[src/rtl/edge_filter_ctrl.sv]
// rtl/edge_filter_ctrl.sv - frame sequencer: pixel coordinates, kernel-mode latch, border tags, frame checks
module edge_filter_ctrl #(
  parameter int IMG_W  = 320,
  parameter int IMG_H  = 240,
  parameter int FCNT_W = 16
) (
  input  logic              clk,
  input  logic              reset_n,
  input  logic [2:0]        mode_req,
  input  logic              valid_in,
  input  logic              ready_in,
  input  logic              sop_in,
  input  logic              eop_in,
  output logic [2:0]        freq_flag,
  output logic              mode_pending,
  output logic              frame_active,
  output logic              tag_valid,
  output logic [8:0]        x_pos,
  output logic [7:0]        y_pos,
  output logic              border_mask,
  output logic              frame_done,
  output logic              frame_err,
  output logic [FCNT_W-1:0] frame_count
);

  localparam logic [8:0] X_LAST = 9'(IMG_W - 1);
  localparam logic [7:0] Y_LAST = 8'(IMG_H - 1);

  typedef enum logic {
    S_IDLE   = 1'b0,
    S_ACTIVE = 1'b1
  } state_t;

  state_t            state_q, state_d;
  logic [8:0]        x_cnt_q, x_cnt_d;
  logic [7:0]        y_cnt_q, y_cnt_d;
  logic [2:0]        freq_q, freq_d;
  logic              pend_q, pend_d;
  logic              tag_q, tag_d;
  logic [8:0]        x_pos_q, x_pos_d;
  logic [7:0]        y_pos_q, y_pos_d;
  logic              border_q, border_d;
  logic              done_q, done_d;
  logic              err_q, err_d;
  logic [FCNT_W-1:0] count_q, count_d;

  logic              accept;
  logic [2:0]        mode_coerced;
  logic              at_last;
  logic [8:0]        tag_x;
  logic [7:0]        tag_y;

  // True when (x,y) lies within radius r of any image edge; r=0 never matches.
  function automatic logic border_of(input logic [8:0] x, input logic [7:0] y,
                                     input logic [1:0] r);
    logic lo_x, hi_x, lo_y, hi_y;
    lo_x = x < {7'd0, r};
    hi_x = (10'(x) + 10'(r)) > 10'(IMG_W - 1);
    lo_y = y < {6'd0, r};
    hi_y = (9'(y) + 9'(r)) > 9'(IMG_H - 1);
    return lo_x | hi_x | lo_y | hi_y;
  endfunction

  // Beat qualification, illegal-mode coercion and last-pixel detection.
  always_comb begin
    accept       = valid_in & ready_in;
    mode_coerced = (mode_req > 3'd2) ? 3'd0 : mode_req;
    at_last      = (x_cnt_q == X_LAST) && (y_cnt_q == Y_LAST);
  end

  // Next-state logic: frame sequencing, coordinate tagging and pulse generation.
  always_comb begin
    state_d  = state_q;
    x_cnt_d  = x_cnt_q;
    y_cnt_d  = y_cnt_q;
    freq_d   = freq_q;
    tag_d    = 1'b0;
    tag_x    = 9'd0;
    tag_y    = 8'd0;
    done_d   = 1'b0;
    err_d    = 1'b0;
    count_d  = count_q;

    if (accept) begin
      if (sop_in) begin
        // Any SOP restarts the frame; an SOP inside a frame or an SOP+EOP beat is malformed.
        err_d   = (state_q == S_ACTIVE) | eop_in;
        freq_d  = mode_coerced;
        tag_d   = 1'b1;
        x_cnt_d = 9'd1;
        y_cnt_d = 8'd0;
        state_d = eop_in ? S_IDLE : S_ACTIVE;
      end else if (state_q == S_ACTIVE) begin
        tag_d = 1'b1;
        tag_x = x_cnt_q;
        tag_y = y_cnt_q;
        if (eop_in) begin
          done_d  = at_last;
          err_d   = ~at_last;
          count_d = at_last ? count_q + FCNT_W'(1) : count_q;
          state_d = S_IDLE;
        end else if (at_last) begin
          err_d   = 1'b1;
          state_d = S_IDLE;
        end else if (x_cnt_q == X_LAST) begin
          x_cnt_d = 9'd0;
          y_cnt_d = y_cnt_q + 8'd1;
        end else begin
          x_cnt_d = x_cnt_q + 9'd1;
        end
      end
    end

    // Tag fields hold between beats; border uses the mode as updated by this beat.
    x_pos_d  = tag_d ? tag_x : x_pos_q;
    y_pos_d  = tag_d ? tag_y : y_pos_q;
    border_d = tag_d ? border_of(tag_x, tag_y, freq_d[1:0]) : border_q;
    pend_d   = mode_coerced != freq_d;
  end

  // State register and registered outputs, cleared by synchronous reset.
  always_ff @(posedge clk) begin
    if (!reset_n) begin
      state_q  <= S_IDLE;
      x_cnt_q  <= 9'd0;
      y_cnt_q  <= 8'd0;
      freq_q   <= 3'd0;
      pend_q   <= 1'b0;
      tag_q    <= 1'b0;
      x_pos_q  <= 9'd0;
      y_pos_q  <= 8'd0;
      border_q <= 1'b0;
      done_q   <= 1'b0;
      err_q    <= 1'b0;
      count_q  <= '0;
    end else begin
      state_q  <= state_d;
      x_cnt_q  <= x_cnt_d;
      y_cnt_q  <= y_cnt_d;
      freq_q   <= freq_d;
      pend_q   <= pend_d;
      tag_q    <= tag_d;
      x_pos_q  <= x_pos_d;
      y_pos_q  <= y_pos_d;
      border_q <= border_d;
      done_q   <= done_d;
      err_q    <= err_d;
      count_q  <= count_d;
    end
  end

  // Output mapping straight from flops.
  always_comb begin
    freq_flag    = freq_q;
    mode_pending = pend_q;
    frame_active = (state_q == S_ACTIVE);
    tag_valid    = tag_q;
    x_pos        = x_pos_q;
    y_pos        = y_pos_q;
    border_mask  = border_q;
    frame_done   = done_q;
    frame_err    = err_q;
    frame_count  = count_q;
  end

endmodule

[config.mk]
export PLATFORM = sky130hd
export DESIGN_NAME = edge_filter_ctrl
export DESIGN_NICKNAME = d
export VERILOG_FILES = /design/src/rtl/edge_filter_ctrl.sv
export SDC_FILE = /design/constraint.sdc
export NUM_CORES = 1
export LEC_CHECK = 0
export ABC_AREA = 1
export BUFFER_PORTS_ARGS = -buffer_cell sky130_fd_sc_hd__buf_2
export CORE_MARGIN = 2
export CORE_UTILIZATION = 45
export CTS_BUF_LIST = sky130_fd_sc_hd__clkbuf_16
export DETAILED_ROUTE_END_ITERATION = 16
export GPL_TIMING_DRIVEN = 0
export MAX_ROUTING_LAYER = met4
export PLACE_DENSITY = 0.65
export REMOVE_ABC_BUFFERS = 1
export SLEW_MARGIN = 20
export SYNTH_ARGS = -nofsm -noshare
export SYNTH_HDL_FRONTEND = slang
export SYNTH_SLANG_ARGS = --single-unit
[constraint.sdc]
create_clock -name clk -period 5.3 [get_ports clk]
set_input_delay 1.06 -clock clk [delete_from_list [all_inputs] [get_ports clk]]
set_output_delay 1.06 -clock clk [all_outputs]
set_load 0.02 [all_outputs]
## Word-level counts from Yosys, hierarchy flattened

Cells that the tools add are included.

- Bits in registers: 59
- Bits of input ports: 9
- Output and inout port bits: 42
- Logic and storage cells: 77

- Add/subtract/negate cells: 5
- $lt $le $gt $ge: 5
- Equality and inequality tests: 5
- Muxes and demuxes: 31
- Bitwise operators: 11
- Reductions and logical operators: 8

Operators with widths:

| kind | number |
|---|---|
| $mux 9 | 8 |
| $mux 8 | 8 |
| $add 16x1->16 const B | 1 |
| $mux 1 | 12 |
| $add 9x2->10 | 1 |
| $gt 10x9->1 const B | 1 |
| $reduce_and 5->1 | 2 |
| $add 8x2->9 | 1 |
| $add 9x1->9 const B | 1 |
| $eq 9x9->1 const B | 1 |
| $gt 9x8->1 const B | 1 |
| $lt 9x2->1 | 1 |
| $mux 3 | 3 |
| $add 8x1->8 const B | 1 |
| $eq 8x8->1 const B | 1 |
| $lt 8x2->1 | 1 |
| $not 1->1 | 6 |
| $reduce_or 5->1 | 1 |
| $ne 2x2->1 const B | 2 |
| $or 1x1->1 | 4 |
| $reduce_and 4->1 | 1 |
| $reduce_bool 2->1 | 2 |
| $gt 3x2->1 const B | 1 |
| $ne 3x3->1 | 1 |
| other kinds (3) | 3 |

## Depth between registers and ports, before layout

Gate-level depths: netlist (run 1).

- Depth in word-level cells: 9
- Depth in mapped cells: 17
- Mapped depth without buffers: 17

## Least setup slack after synthesis (run 1)

No wires, ideal clock.

- Kind: input -> register
- From: input port valid_in
- To: register border_q (netlist: border_mask)
- Library setup time: 0.117 ns
- Data arrival time: 3.017 ns
- Setup slack: 2.166 ns
- Stages: 15
- Path through: nand2_1 > inv_1 > nand2_1 > o21ai_0 > inv_1 > ha_1 > nand2_1 > nand3_1 > nand3b_1 > nand2_1 > nand2_1 > nand2_1 > nand2_1 > nor2_1 > nor2_1

- Word-level cells in the longest chain between the ends: 7
- Elaborated cells on any way between the ends: 14
- Those cells by class: add/sub (2); order compare (4); mux (4); bitwise (4)

RTL lines:

| what | RTL line | text |
|---|---|---|
| start: declaration | 10 | `input logic valid_in,` |
| $and 1x1->1 (*) | 66 | `accept = valid_in & ready_in;` |
| $mux 3 (*) | 84 | `if (accept) begin` |
| named net freq_d[1] | 37 | `logic [2:0] freq_q, freq_d;` |
| $add 9x2->10 | 58 | `hi_x = (10'(x) + 10'(r)) > 10'(IMG_W - 1);` |
| $gt 10x9->1 | 58 |  |
| $or 1x1->1 (2 in a row) | 61 | `return lo_x \| hi_x \| lo_y \| hi_y;` |
| $or 1x1->1 (*) | 61 |  |
| end signal: assignment | 145 | `border_q <= border_d;` |
| end: declaration | 42 | `logic border_q, border_d;` |

The timed path passes the listed nets; every way through them passes the cells marked *.
A chain may end at the register's enable or synchronous reset.

## Final worst setup path (run 1)

- From: input port sop_in
- To: register border_q (netlist: border_mask)

- Word-level cells in the longest chain between the ends: 7
- Elaborated cells on any way between the ends: 17
- Those cells by class: add/sub (2); order compare (4); mux (8); bitwise (3)

RTL lines:

| what | RTL line | text |
|---|---|---|
| start: declaration | 12 | `input logic sop_in,` |
| $mux 3 (*) | 85 | `if (sop_in) begin` |
| $mux 3 (*) | 84 |  |
| named net freq_d[1] | 37 |  |
| $add 9x2->10 | 58 |  |
| $gt 10x9->1 | 58 |  |
| $or 1x1->1 (2 in a row) | 61 |  |
| $or 1x1->1 (*) | 61 |  |

Marked as above.

==> flow_summary.yaml, run 1 <==
timing:
  fin_crit_ns: 3.68
  slew_violations: 0
  fmax_mhz: 272
  worst_pin_slew_ns: 0.712
  slew_headroom_pct: 52.2
  setup_tns_ns: 0
  setup_violations: 0
  final-hold-violation-count: 0
  finalWorstSetupSlack_ns: 1.62
  rsz0062_at_grt: "false"
  fin_skew_ns: 0.00433
  fin_crit_sh_pct: 69.4
pwr:
  powerDensity_nw_per_um2: 261
  p_leak_nw: 1.84
  ir_drop_uv: 129
setup_path:
  endpoint_kind: "flip-flop"
  crit_chain: "buf_2, nand2_1, o21ai_1, inv_1, ha_1, nand2_1, nand2_1, nand3_1, nor2_1, nor2_1, nand2_1, nand2_1, nor2_1, nor2_1"
  arrival_ns: 3.89
  worstPathRequired_ns: 5.51
  critPathKind: "in2reg"
  critPathLaunchType: "primary input"
  cp-startpoint: "sop_in"
  r2r_start: "frame_active"
  cp_common_cell: "nand2_1"
  crit_path_end: "border_mask"
  cp_slowest_cell: "o21ai_1"
  r2r_cells: 12
  reg2reg_to: "border_mask"
  slowest_delay_ns: 0.72
  r2r_setup_slack_ns: 2.82
  critical_path_peak_fanout: 27
clock_tree:
  postCtsHoldBufs: 0
  cts_made_buffers: 9
  cts_setup_buffers: 0
  clockRootBuffer: "clkbuf_16"
  htreeDepth: 3
  cts_tree: "yes"
  clock-sinks: 59
  insertion_delay_ns: 0.32
  cts_resized: 0
  clkTransAtPathRegs_ns: 0.05
  cts_max_path_buffers: 2
synthesis:
  netlist_instances: 515
  yosys.area.top_type: "dfxtp_1"
  synth_commonest_cells: "137 x nand2_1, 59 x dfxtp_1, 59 x inv_1, 53 x nor2_1, 52 x nand3_1"
  synth.top_cells.by_area: "dfxtp_1 34%, nand2_1 15%, nand3_1 7.5%"
  synthDominantCellAreaShare_pct: 34.1
  synthesis.area_um2: 3470
  ys_seq_elements: 59
  yosysSeqAreaShare_pct: 34.1
  yosysWarnings: 0
  synth_flop_cell: "dfxtp_1"
  synth_edf_count: 0
  synth_cell_type_count: 39
  syn-mean-instance-area_um2: 6.73
  async_flop_share_pct: 0
  synth.most_common_cell: "nand2_1"
place:
  hpwl_um: 5970
  dpl_cell_area_um2: 3780
  portBuffers: 50
  pre_cts_slack_ns: 0.931
  routabilityCongestion: 0.862
global_routing:
  antenna_found_initial: 0
  globalRouteOverflowTotal: 0
  grt_pass1_wl_um: 14400
  track_usage_pct: 21.7
  grt_pass1_vias: 3117
  grt_max_degree: 44
routing:
  wl_per_cell_um: 12.7
  drc_errors: 0
  totalWireLength_um: 8420
  num_vias: 3340
  ant_nets: 0
  post_drt_via_cell_ratio: 5.04
  drt-pass1-iter-count: 4
  initialDrtViolationCount: 169
hold_path:
  min_path_type: "reg2reg"
  whs_path_depth: 2
final_layout:
  regArea_um2: 1180
  multiInputGateArea_um2: 1960
  syn2layout_area_growth_pct: 16.9
  nets: 582
  n_fill_cell: 785
  n_antenna_cell: 0
  drive_gt1_share_pct: 14.8
  finalInstanceArea_um2: 4060
  final_util_pct: 53.3
die:
  dieArea_um2: 8430
  coreArea_um2: 7610
  fp.dieH_um: 91.8
  io_pins: 51
  initial_utilization_pct: 45.6
  die_w_um: 91.8
  fp-row-count: 32
run_status:
  run_status: "finished clean"
flow_run:
  maxCapViolCount: 0
logic make-up after synthesis:
family,share of synthesized area [%]
AOI/OAI and AO/OA,10.5
xor gates and xnor gates,2.78
adders and majority gates,5.84
buffers and inverters,9.63
DFF,34.1
and+or+nand+nor,37.2
layout make-up:
cell class                 instances  area share (%)
clock buffer                       9            5.55
clock inverter                     5            1.14
inverter                          62            5.77
multi-input combinational        374            48.2
sequential                        59            29.1
tap                              102            3.15
timing repair buffer              52            7.03
worst min-delay path by stage:
stage                 start      endpoint  slack, ns
3_5_place_dp       x_pos[3]      x_pos[3]       0.45
5_1_grt            x_pos[5]      x_pos[5]       0.48
4_1_cts            x_pos[3]      x_pos[3]       0.46
3_3_place_gp   freq_flag[2]  freq_flag[2]       0.44
6_report           y_pos[3]      y_pos[3]       0.46
2_1_floorplan    y_cnt_q[7]    y_cnt_q[7]       0.48
stage by stage:
step,std cells,hold slack [ns],total power [mW]
floorplan,495,0.476,0.498
global placement,647,0.445,0.520
detailed placement,649,0.452,0.525
CTS,663,0.459,1.07
global route,663,0.480,1.09
finish,663,0.456,1.06
report_power, final:
part	internal, mW	switching [mW]
Combinational	0.0180	0.0463
Sequential	0.449	0.00290
Clock	0.352	0.190
layer usage:
metal | wire length [µm] | part of all wire (%) | GRT usage [%]
met1 | 3830 | 46 | 26.0
met2 | 4070 | 48 | 37.3
met3 | 395 | 4.7 | 3.78
met4 | 125 | 1.5 | 6.72
met5 | 0 | 0 | -
registers in the layout, indices dropped and copies added (netlist names), 3 cells and up:
signal / count
x_cnt_q: 9
frame_count: 16
x_pos: 9
freq_flag: 3
y_cnt_q: 8
y_pos: 8
cells in the final DEF (no fill, tap or decap), types with 4 or more instances in the layout:
cell,n
nand2_1,137
dfxtp_1,59
inv_1,58
nand3_1,52
nor2_1,52
buf_2,50
a21oi_1,47
nor3_1,14
ha_1,13
o21ai_0,10
clkbuf_16,9
xor2_1,8
nand4_1,5
nand2_4,4
clkinv_1,4
critical path, delay by kind of cell:
family	cells	cell delay, ns
and+or+nand+nor	10	1.10
AOI/OAI and AO/OA	1	0.72
buffers and inverters	2	0.63
adders and majority gates	1	0.37
(Power assumes the default switching activity.)
==> inputs of run 2 (changes only) <==
- PLACE_DENSITY: 0.65 -> 0.68
- clock period: 5.3 -> 3.1 ns (I/O delays scaled with it)
==> flow_summary.yaml, run 2 (synthesis gave the netlist of run 1 again) <==
run_status:
  run_status: "finished clean"
hold_path:
  hp-start: "x_pos[6]"
  min_path_type: "reg2reg"
  hold_end: "x_pos[6]"
  whs_path_depth: 2
routing:
  initialDrtViolationCount: 168
  wl_per_cell_um: 12.4
  drc_errors: 0
  totalWireLength_um: 8200
  drt-pass1-iter-count: 6
  post_drt_via_cell_ratio: 5.08
  ant_nets: 0
  num_vias: 3362
place:
  hpwl_um: 5710
  pre_cts_slack_ns: -0.726
  dp.cells: 647
  portBuffers: 50
  routabilityCongestion: 0.897
setup_path:
  worstPathRequired_ns: 3.36
  crit_chain: "buf_2, nand2_1, inv_1, nand2_1, nor3_1, ha_1, inv_1, fa_1, nor3_1, and2_1, nand2_1, nand2_1, nand2_1, nand2_1, nor2_1, nor2_1"
  slowest_delay_ns: 0.39
  r2r_start: "frame_active"
  critPathKind: "in2reg"
  critPathLaunchType: "primary input"
  cp_common_cell: "nand2_1"
  cp_top_family: "simple AND/OR/NAND/NOR gates"
  arrival_ns: 3.03
  r2r_setup_slack_ns: 0.76
  crit_buf_inv: 3
  endpoint_kind: "flip-flop"
  critical_path_peak_fanout: 7
  cp_slowest_cell: "fa_1"
  r2r_cells: 13
  reg2reg_to: "border_mask"
final_layout:
  nets: 580
  final_cell_mix: "136 x nand2_1, 59 x dfxtp_1, 58 x inv_1"
  multiInputGateArea_um2: 1970
  regArea_um2: 1180
  layout_commonest_cell: "nand2_1"
  largest_reg_flops: 16
  n_fill_cell: 778
  n_antenna_cell: 0
  syn2layout_area_growth_pct: 16.3
  layoutNonFillerInstCount: 662
  drive_gt1_share_pct: 15.7
die:
  initial_utilization_pct: 45.6
  die_w_um: 91.8
  dieArea_um2: 8430
  io_pins: 51
  coreArea_um2: 7610
  fp.dieH_um: 91.8
  fp-row-count: 32
timing:
  fmax_mhz: 360
  final-hold-violation-count: 0
  slew_violations: 0
  fin_skew_ns: 0.00771
  setup_violations: 0
  finalWorstSetupSlack_ns: 0.325
  rsz0062_at_grt: "false"
  slew_headroom_pct: 38.7
  fin_crit_sh_pct: 89.5
  fin_crit_ns: 2.78
  worst_pin_slew_ns: 0.918
global_routing:
  track_usage_pct: 21.0
  grt_max_degree: 48
  globalRouteOverflowTotal: 0
  antenna_found_initial: 0
  grt_pass1_vias: 3110
  grt_pass1_wl_um: 14100
pwr:
  ir_drop_uv: 220
  powerDensity_nw_per_um2: 433
  p_leak_nw: 1.83
  design_power_total_mw: 1.75
clock_tree:
  clockRootBuffer: "clkbuf_16"
  cts_tree: "yes"
  postCtsHoldBufs: 0
  clkTransAtPathRegs_ns: 0.05
  insertion_delay_ns: 0.32
  clock-sinks: 59
  cts_made_buffers: 9
  cts_setup_buffers: 0
  cts_max_path_buffers: 2
  htreeDepth: 3
flow_run:
  maxCapViolCount: 0
run 2: layer usage:
| layer | up-vias | wire [µm] | GRT usage (%) | share of wire, % |
|---|---|---|---|---|
| met5 | - | 0 | - | 0 |
| met2 | 87 | 3870 | 34.6 | 47 |
| met1 | 1532 | 3800 | 25.5 | 46 |
| met4 | 0 | 125 | 7.71 | 1.5 |
| li1 | 1730 | - | - | - |
| met3 | 13 | 409 | 4.52 | 5.0 |
run 2: cell type report:
cell class	instances	area share (%)
well taps	102	3.16
multi-input cells	374	48.9
repair buffers	50	6.36
clock inverters	6	0.837
inverters	62	5.86
flip-flops and latches	59	29.3
clock buffers	9	5.58
run 2: where the power goes:
group	leakage (nW)	internal, mW	total (mW)	switching [mW]
registers	0.476	0.767	0.771	0.00465
logic	1.23	0.0280	0.108	0.0795
clock network	0.124	0.527	0.867	0.340
total	1.83	1.32	1.75	0.424
run 2: worst max path at each step:
stage                     startpoint          end  slack, ns  cells past startpoint
after floorplan             valid_in  border_mask       0.26                     15
after detailed placement      sop_in  border_mask      -0.73                     15
after global routing        valid_in  border_mask     0.0004                     16
final                       valid_in  border_mask       0.32                     16
after CTS                   valid_in  border_mask       0.09                     17
after global placement        sop_in  border_mask      -0.67                     14
run 2: through the flow:
| stage | setup TNS [ns] | utilization [%] | area, µm² | hold slack, ns |
|---|---|---|---|---|
| after CTS | 0 | 52.8 | 4010 | 0.459 |
| after detailed placement | -0.726 | 49.3 | 3750 | 0.450 |
| final | 0 | 53.0 | 4040 | 0.457 |
| after global routing | 0 | 53.0 | 4040 | 0.480 |
| after global placement | -2.35 | 49.2 | 3750 | 0.447 |
| after floorplan | 0 | - | 3370 | 0.476 |
run 2: timing repair:
action                     in CTS  in global routing
gates resized for setup         3                  7
pin swaps                       0                  0
setup endpoints to repair       1                  1
run 2: worst min-delay path: stages, from the launching register on:
cell	delay, ns
dfxtp_1	0.30
nand2_1	0.06
a21oi_1	0.05
==> inputs of run 3 (changes only) <==
- PLACE_DENSITY: 0.68 -> 0.65
- RECOVER_POWER: not set -> 100
- clock period: 3.1 -> 2.81 ns (I/O delays scaled with it)
==> flow_summary.yaml, run 3 (synthesis gave the netlist of run 1 again) <==
place:
  portBuffers: 50
  hpwl_um: 5970
  routabilityCongestion: 0.862
  dpl_cell_area_um2: 3780
setup_path:
  r2r_start: "x_cnt_q[1]"
  critPathLaunchType: "flip-flop"
  cp_slowest_cell: "nand3_1"
  slowest_delay_ns: 0.52
  cp-startpoint: "x_cnt_q[1]"
  critical_path_peak_fanout: 17
  critPathKind: "reg2reg"
  crit_chain: "ha_1, nand2_1, nor2_8, nand2_4, nor2_8, nand3_1, clkinv_2, nand3_1, nor2_1, nor2_1"
  endpoint_kind: "flip-flop"
  arrival_ns: 2.72
  worstPathRequired_ns: 3.02
pwr:
  pwr-share-comb_pct: 6.5
  pwr-share-clk_pct: 50.9
  seq_power_share_pct: 42.6
  ir_drop_uv: 238
  intPower_mw: 1.55
  p_sw_share_pct: 22.7
  design_power_total_mw: 2.00
  powerDensity_nw_per_um2: 493
  p_sw_mw: 0.455
  p_leak_nw: 1.68
clock_tree:
  cts_max_path_buffers: 2
  postCtsHoldBufs: 0
  cts_made_buffers: 9
  insertion_delay_ns: 0.32
  htreeDepth: 3
  cts_tree: "yes"
  clkTransAtPathRegs_ns: 0.05
  clock-sinks: 59
  clockRootBuffer: "clkbuf_16"
global_routing:
  use_met1_pct: 26.2
  busiest_layer: "met2"
  grt_pass1_wl_um: 14400
  use_met2_pct: 37.3
  track_usage_pct: 21.8
  globalRouteOverflowTotal: 0
  grt_max_degree: 44
  grt_use_met3_pct: 3.78
  antenna_found_initial: 0
  grt_pass1_vias: 3129
timing:
  hold_ws_ns: 0.459
  worst_pin_slew_ns: 0.725
  slew_violations: 0
  setup_tns_ns: 0
  fin_crit_sh_pct: 89.0
  fin_crit_ns: 2.50
  rsz0062_at_grt: "false"
  setup_violations: 0
  fin_skew_ns: 0.00501
  final-hold-violation-count: 0
  slew_headroom_pct: 51.5
  fmax_mhz: 400
routing:
  wl_per_cell_um: 12.8
  num_vias: 3382
  drc_errors: 0
  post_drt_via_cell_ratio: 5.06
  drt-pass1-iter-count: 4
  initialDrtViolationCount: 168
  totalWireLength_um: 8580
  ant_nets: 0
hold_path:
  hp-start: "x_pos[3]"
  min_path_type: "reg2reg"
flow_run:
  maxCapViolCount: 0
run_status:
  run_status: "finished clean"
die:
  initial_utilization_pct: 45.6
  dieArea_um2: 8430
  fp.dieH_um: 91.8
  die_w_um: 91.8
  io_pins: 51
  coreArea_um2: 7610
  fp-row-count: 32
final_layout:
  final_cell_mix: "136 x nand2_1, 59 x dfxtp_1, 58 x inv_1"
  finalInstanceArea_um2: 4060
  final_util_pct: 53.4
  nets: 587
  largest_reg_flops: 16
  n_antenna_cell: 0
  syn2layout_area_growth_pct: 17.0
  drive_gt1_share_pct: 8.48
  n_fill_cell: 800
  layout_commonest_cell: "nand2_1"
[run 3: cell count changes in the layout (fill, tap and decap cells not counted), sizes merged]
cell,before,now
buf,50,14
bufinv,0,1
clkbuf,9,52
clkinvlp,2,0
[run 3: path summary, 6_finish.rpt]
| path | cells past startpoint | slack [ns] | end |
|---|---|---|---|
| max | 10 | 0.31 | frame_count[10] |
| max reg2reg | 10 | 0.31 | frame_count[10] |
| min reg2reg | 2 | 0.46 | x_pos[3] |
| min | 2 | 0.46 | x_pos[3] |
[run 3: timing repair]
action,in CTS,in global routing
setup buffers,0,5
pin swaps,0,1
gates resized for setup,5,10
setup endpoints to repair,1,1
[run 3: final cells by class]
cell class | count | area, µm² | area share (%)
Multi-Input combinational cell | 374 | 1970 | 48.6
Inverter | 62 | 236 | 5.83
Timing Repair Buffer | 57 | 269 | 6.63
Clock inverter | 5 | 46.3 | 1.14
Clock buffer | 9 | 225 | 5.55
Sequential cell | 59 | 1180 | 29.1
Tap cell | 102 | 128 | 3.14
[run 3: power by group through the flow]
stage                     logic [mW]  clock network, mW  registers (mW)
final                          0.130               1.02           0.852
after global routing           0.144               1.07           0.852
after CTS                      0.124               1.04           0.852
after detailed placement       0.121                  0           0.868
after global placement         0.112                  0           0.868
after floorplan               0.0645                  0           0.875
[run 3: layer usage]
layer	part of all wire, %	vias up
met5	0	-
met4	1.3	0
met3	4.0	10
met2	49	64
met1	46	1570
li1	-	1738
[run 3: stage by stage]
stage | cells | setup slack [ns]
6_report | 668 | 0.308
3_5_place_dp | 649 | -1.06
2_1_floorplan | 495 | 0.0269
5_1_grt | 668 | 0.0187
3_3_place_gp | 647 | -0.961
4_1_cts | 663 | 0.0514
[run 3: critical path, delay by kind of cell (launching register included)]
family | cells | cell delay (ns)
flip-flops | 1 | 0.38
AND/OR/NAND/NOR | 8 | 1.36
adder cells (fa/ha/maj) | 1 | 0.22
buffers and inverters | 1 | 0.43
